$ cat config.mk
export PLATFORM = sky130hd
export DESIGN_NAME = wishbone_interconnect_param
export DESIGN_NICKNAME = d
export VERILOG_FILES = /design/src/rtl/wishbone_interconnect_param.sv
export SDC_FILE = /design/constraint.sdc
export NUM_CORES = 1
export LEC_CHECK = 0
export CAP_MARGIN = 20
export CORE_ASPECT_RATIO = 0.8
export CORE_UTILIZATION = 30
export CTS_CLUSTER_DIAMETER = 60
export CTS_CLUSTER_SIZE = 20
export DETAILED_ROUTE_END_ITERATION = 6
export DONT_BUFFER_PORTS = 1
export PLACE_DENSITY = 0.43
export SKIP_LAST_GASP = 1
export SYNTH_ARGS = -nofsm -noshare
export SYNTH_HDL_FRONTEND = slang
export SYNTH_SLANG_ARGS = --single-unit
$ cat constraint.sdc
create_clock -name clk -period 2.4 [get_ports clk]
set_clock_uncertainty 0.15 [all_clocks]
set_input_delay 0.48 -clock clk [delete_from_list [all_inputs] [get_ports clk]]
set_output_delay 0.48 -clock clk [all_outputs]
set_load 0.02 [all_outputs]
$ cat src/rtl/wishbone_interconnect_param.sv
// Single-master Wishbone interconnect: decodes m_adr_i[31:24] to a slave and registers the access.
// Unmapped or non-responding slaves complete with an error ack; slave interrupts are OR-ed into m_int_o.
module wishbone_interconnect_param #(
    parameter int unsigned NUM_SLAVES     = 4,
    parameter int unsigned TIMEOUT_CYCLES = 1024,
    parameter logic [31:0] ERR_DATA       = 32'hDEADBEEF
) (
    input  logic                       clk,
    input  logic                       rst,
    input  logic                       m_we_i,
    input  logic                       m_cyc_i,
    input  logic                       m_stb_i,
    input  logic [3:0]                 m_sel_i,
    input  logic [31:0]                m_adr_i,
    input  logic [31:0]                m_dat_i,
    output logic [31:0]                m_dat_o,
    output logic                       m_ack_o,
    output logic                       m_err_o,
    output logic                       m_int_o,
    output logic [NUM_SLAVES-1:0]      s_we_o,
    output logic [NUM_SLAVES-1:0]      s_cyc_o,
    output logic [NUM_SLAVES-1:0]      s_stb_o,
    output logic [3:0]                 s_sel_o,
    output logic [31:0]                s_adr_o,
    output logic [31:0]                s_dat_o,
    input  logic [32*NUM_SLAVES-1:0]   s_dat_i,
    input  logic [NUM_SLAVES-1:0]      s_ack_i,
    input  logic [NUM_SLAVES-1:0]      s_int_i
);

    localparam int unsigned CNT_W = 16;

    typedef enum logic [1:0] {IDLE, ACTIVE, RESP} state_t;

    state_t                state_q, state_d;
    logic [7:0]            idx_q;
    logic                  we_q;
    logic [CNT_W-1:0]      cnt_q;
    logic [NUM_SLAVES-1:0] stb_q, stb_d, req_onehot;
    logic                  ack_d, err_d;
    logic [31:0]           dat_d, sel_dat;
    logic                  sel_ack;
    logic                  req, mapped, timeout_hit;
    logic [CNT_W:0]        cnt_inc;

    assign req         = m_cyc_i & m_stb_i;
    assign mapped      = 32'(m_adr_i[31:24]) < NUM_SLAVES;
    assign cnt_inc     = (CNT_W+1)'(cnt_q) + (CNT_W+1)'(1);
    // Expires during the TIMEOUT_CYCLES-th ACTIVE cycle so the error ack lands one cycle later
    assign timeout_hit = (TIMEOUT_CYCLES != 0) && (cnt_inc >= (CNT_W+1)'(TIMEOUT_CYCLES));

    assign s_cyc_o = stb_q;
    assign s_stb_o = stb_q;
    assign s_we_o  = stb_q & {NUM_SLAVES{we_q}};

    // Selected-slave response mux and request one-hot decode
    always_comb begin
        sel_ack    = 1'b0;
        sel_dat    = '0;
        req_onehot = '0;
        for (int i = 0; i < NUM_SLAVES; i++) begin
            if (idx_q == 8'(i)) begin
                sel_ack = s_ack_i[i];
                sel_dat = s_dat_i[32*i +: 32];
            end
            req_onehot[i] = (m_adr_i[31:24] == 8'(i));
        end
    end

    // State register
    always_ff @(posedge clk) begin
        if (rst) state_q <= IDLE;
        else     state_q <= state_d;
    end

    // Next-state logic; a master abort takes priority over a coincident slave ack
    always_comb begin
        state_d = state_q;
        case (state_q)
            IDLE:    if (req) state_d = mapped ? ACTIVE : RESP;
            ACTIVE: begin
                if (!m_cyc_i)                   state_d = IDLE;
                else if (sel_ack || timeout_hit) state_d = RESP;
            end
            RESP:    state_d = IDLE;
            default: state_d = IDLE;
        endcase
    end

    // Next values of the registered master response and slave strobes
    always_comb begin
        ack_d = 1'b0;
        err_d = 1'b0;
        dat_d = m_dat_o;
        stb_d = '0;
        case (state_q)
            IDLE: begin
                if (req) begin
                    if (mapped) begin
                        stb_d = req_onehot;
                    end else begin
                        ack_d = 1'b1;
                        err_d = 1'b1;
                        dat_d = ERR_DATA;
                    end
                end
            end
            ACTIVE: begin
                if (m_cyc_i) begin
                    if (sel_ack) begin
                        ack_d = 1'b1;
                        dat_d = sel_dat;
                    end else if (timeout_hit) begin
                        ack_d = 1'b1;
                        err_d = 1'b1;
                        dat_d = ERR_DATA;
                    end else begin
                        stb_d = stb_q;
                    end
                end
            end
            default: ;
        endcase
    end

    // Datapath registers
    always_ff @(posedge clk) begin
        if (rst) begin
            m_ack_o <= 1'b0;
            m_err_o <= 1'b0;
            m_dat_o <= '0;
            m_int_o <= 1'b0;
            stb_q   <= '0;
            idx_q   <= '0;
            we_q    <= 1'b0;
            s_sel_o <= '0;
            s_adr_o <= '0;
            s_dat_o <= '0;
            cnt_q   <= '0;
        end else begin
            m_ack_o <= ack_d;
            m_err_o <= err_d;
            m_dat_o <= dat_d;
            m_int_o <= |s_int_i;
            stb_q   <= stb_d;
            if (state_q == IDLE && req) begin
                idx_q   <= m_adr_i[31:24];
                we_q    <= m_we_i;
                s_sel_o <= m_sel_i;
                s_adr_o <= {8'h00, m_adr_i[23:0]};
                s_dat_o <= m_dat_i;
            end
            if (state_q == IDLE)
                cnt_q <= '0;
            else if (state_q == ACTIVE && cnt_q != {CNT_W{1'b1}})
                cnt_q <= cnt_q + CNT_W'(1);
        end
    end

endmodule

==> flow_summary.json <==
{
  "core_area_mm2": 0.01986,
  "rrSetupSlack_ns": 0.12,
  "cts_max_level": 4,
  "vias": 4877,
  "synth_cells": 659,
  "crit_chain": "mux4_2 -> and3_4 -> o221ai_2 -> o31ai_4 -> or4b_1 -> o21ai_0",
  "io_pins": 324,
  "p_comb_share_pct": 8.9,
  "crit_path_max_incr_delay_ns": 0.53,
  "reg2regPathDepth": 6,
  "path_buf_inv": 0,
  "viasPerCell": 5.216,
  "rr_endpoint": "m_dat_o[17]",
  "wl_mm": 17.31,
  "irDropWorstVdd_uv": 353.8,
  "path_class": "flop to flop",
  "gp_congestion": 0.7363,
  "hold_end": "s_adr_o[10]",
  "fillers": 2038,
  "start_kind": "flop",
  "drive_gt1_share_pct": 21.16,
  "place_hpwl_mm": 12.50,
  "yosysTopAreaCell": "dfxtp_1",
  "p_per_area_mw_per_mm2": 752.3,
  "power.share.sequential_pct": 43.9,
  "grt_start_max_net_pins": 112,
  "cp-end-kind": "flop",
  "dpl.cell_count": 901,
  "nets": 869,
  "slowest_stage": "or4b_1",
  "final_cells": 935,
  "maxCapViolations": 0,
  "yosysMostFrequentCell": "nand2_1",
  "synth-main-ff-cell": "dfxtp_1",
  "path_delay_family": "simple AND/OR/NAND/NOR gates",
  "synth_area_leaders": "dfxtp_1, mux4_2, nand2_1",
  "rr_startpoint": "idx_q[0]",
  "area_growth_pct": 17.00,
  "yosysSeqAreaShare_pct": 41.50,
  "min_path_cells": 2,
  "wl_per_cell_um": 18.52,
  "clk_pin_slew_ns": 0.06,
  "grt_first_pass_wirelength_mm": 25.80,
  "numCtsBuffers": 17,
  "tightest_slew_ns": 0.6852,
  "whs_ns": 0.04567,
  "p_int_mw": 3.937,
  "worst-endpoint-required_ns": 2.59,
  "min_from": "m_adr_i[10]",
  "antenna_cells": 0,
  "rsz0062_at_grt": "true",
  "relSlewSlack_pct": 53.90,
  "first_iter_violations": 259,
  "yosysWarnings": 0,
  "p_switching_mw": 1.413,
  "setup_viol": 0,
  "die_w_um": 161.1,
  "drc_errors": 0,
  "cts_root_buffer": "clkbuf_16",
  "synth-seq-cells": 126,
  "port_buffers": 0,
  "dieHeight_um": 129.3,
  "clk_latency_ns": 0.41,
  "hold_viol": 0,
  "ant_nets": 0,
  "cts_setup_buffers": 0,
  "status": "finished, final reports clean",
  "fmaxAchievable_ghz": 0.4385,
  "overflow": 0,
  "synth-async-reset-ratio_pct": 0,
  "antenna_found_initial": 0,
  "cp_max_fo": 8,
  "clockBufferDepth": 2,
  "fin_ws_ns": 0.1193,
  "p_sw_share_pct": 26.41,
  "hold_class": "input pin to flop",
  "core.rowCount": 46,
  "ys_types": 49,
  "netlist.area_leader.share_pct": 41.50,
  "drv_slew": 0,
  "firstDrtPassIters": 4,
  "cts_tree": "done",
  "clock_sinks": 126,
  "p_clk_share_pct": 47.1,
  "initial_utilization_pct": 30.61,
  "netlist_area_mm2": 0.006078,
  "grt_pass1_vias": 4670,
  "ys_top_cells_by_count": "nand2_1, dfxtp_1, a21oi_1",
  "die-area_mm2": 0.02084,
  "synth_area_per_cell_um2": 9.224,
  "grt_use_total_pct": 16.07,
  "place_ws_ns": -0.1240,
  "period_needed_ns": 2.281,
  "synth_edf_count": 0,
  "finalCritPeriodShare_pct": 95.03,
  "cp.arrival_ns": 2.47,
  "power_leakage_nw": 2.437
}
==> how the worst max path moves through the flow <==
stage | startpoint | endpoint | slack (ns) | cells after the start
floorplan | cnt_q[0] | m_dat_o[13] | 0.08 | 8
global placement | m_adr_i[26] | m_dat_o[29] | -0.25 | 8
detailed placement | m_adr_i[26] | m_dat_o[4] | -0.12 | 8
CTS | cnt_q[0] | m_dat_o[15] | 0.005 | 9
global route | cnt_q[0] | m_dat_o[17] | -0.006 | 7
finish | idx_q[0] | m_dat_o[17] | 0.12 | 6
==> state kept, by name (all words and copies together) (netlist names), 2 cells and up <==
register	cells
m_dat_o	32
s_dat_o	32
s_sel_o	4
cnt_q	16
s_cyc_o	4
state_q	2
idx_q	8
s_adr_o	24
==> stage by stage <==
step	util, %	total power, mW	cell area (um2)	TNS [ns]
after global placement	32.56	2.856	6465	-6.277
after global routing	35.82	5.576	7112	-0.008349
after floorplan	-	2.784	6105	0
final	35.82	5.350	7112	0
after detailed placement	32.56	2.867	6465	-2.612
after CTS	35.54	5.423	7057	0
==> layout make-up <==
type / instances / area (um2) / area share [%]
timing repair buffer: 38 / 352.8 / 4.961
tap: 264 / 330.3 / 4.645
clock inverter: 12 / 136.4 / 1.918
multi-input combinational: 448 / 3231 / 45.43
sequential: 126 / 2524 / 35.49
clock buffer: 20 / 436.7 / 6.140
inverter: 27 / 101.3 / 1.425
==> layer usage <==
| metal | GRT usage, % | up-vias | share of wire (%) | routed length, um |
|---|---|---|---|---|
| met4 | 5.716 | 0 | 1.2 | 201 |
| met2 | 25.38 | 201 | 48 | 8293 |
| met1 | 19.96 | 2360 | 42 | 7315 |
| li1 | - | 2298 | - | - |
| met3 | 6.242 | 18 | 8.7 | 1501 |
| met5 | 0 | - | 0 | 0 |
==> kinds of logic after synthesis <==
kind of cell	synth area share [%]
flip-flops	41.50
other	0.06169
XOR/XNOR	2.305
adder cells (fa/ha/maj)	0.4116
AND/OR/NAND/NOR	21.57
multiplexers	12.72
buffers and inverters	7.040
AO/OA/AOI/OAI	14.39
==> power groups by stage <==
stage,registers [mW],clock network [mW],logic (mW)
2_1_floorplan,2.37,0,0.413
3_3_place_gp,2.40,0,0.457
3_5_place_dp,2.40,0,0.470
4_1_cts,2.35,2.60,0.476
5_1_grt,2.36,2.69,0.525
6_report,2.35,2.52,0.478
==> cell usage in the layout (no fill, tap or decap), drive strengths merged, types with 2 or more instances in the layout <==
cell,Yosys,routed
nand2,150,150
dfxtp,126,126
a21oi,72,72
buf,26,36
mux4,33,33
nand3,30,30
inv,27,30
nor2,29,29
a221oi,25,25
clkbuf,39,20
nand4,12,12
xor2,10,10
nand4b,8,8
conb,1,8
o21ai,8,8
and2,7,7
or4b,7,7
nor4,7,7
xnor2,6,6
nor3,4,4
clkinv,0,4
nor2b,3,3
nor3b,3,3
clkinvlp,0,3
a21boi,3,3
mux2i,3,3
and3,3,3
o211a,2,2
or2,2,2
and4,2,2
a31oi,2,2
ha,2,2
bufinv,0,2
dlygate4sd3,0,2
a211oi,2,2
==> timing repair <==
item	in CTS	in global routing
hold endpoints to repair	9	1
gates resized for setup	1	7
cloned	0	0
pin swaps	1	4
setup endpoints to repair	9	30
hold buffers	1	1
No activity file was read; power rests on OpenSTA's default activity.
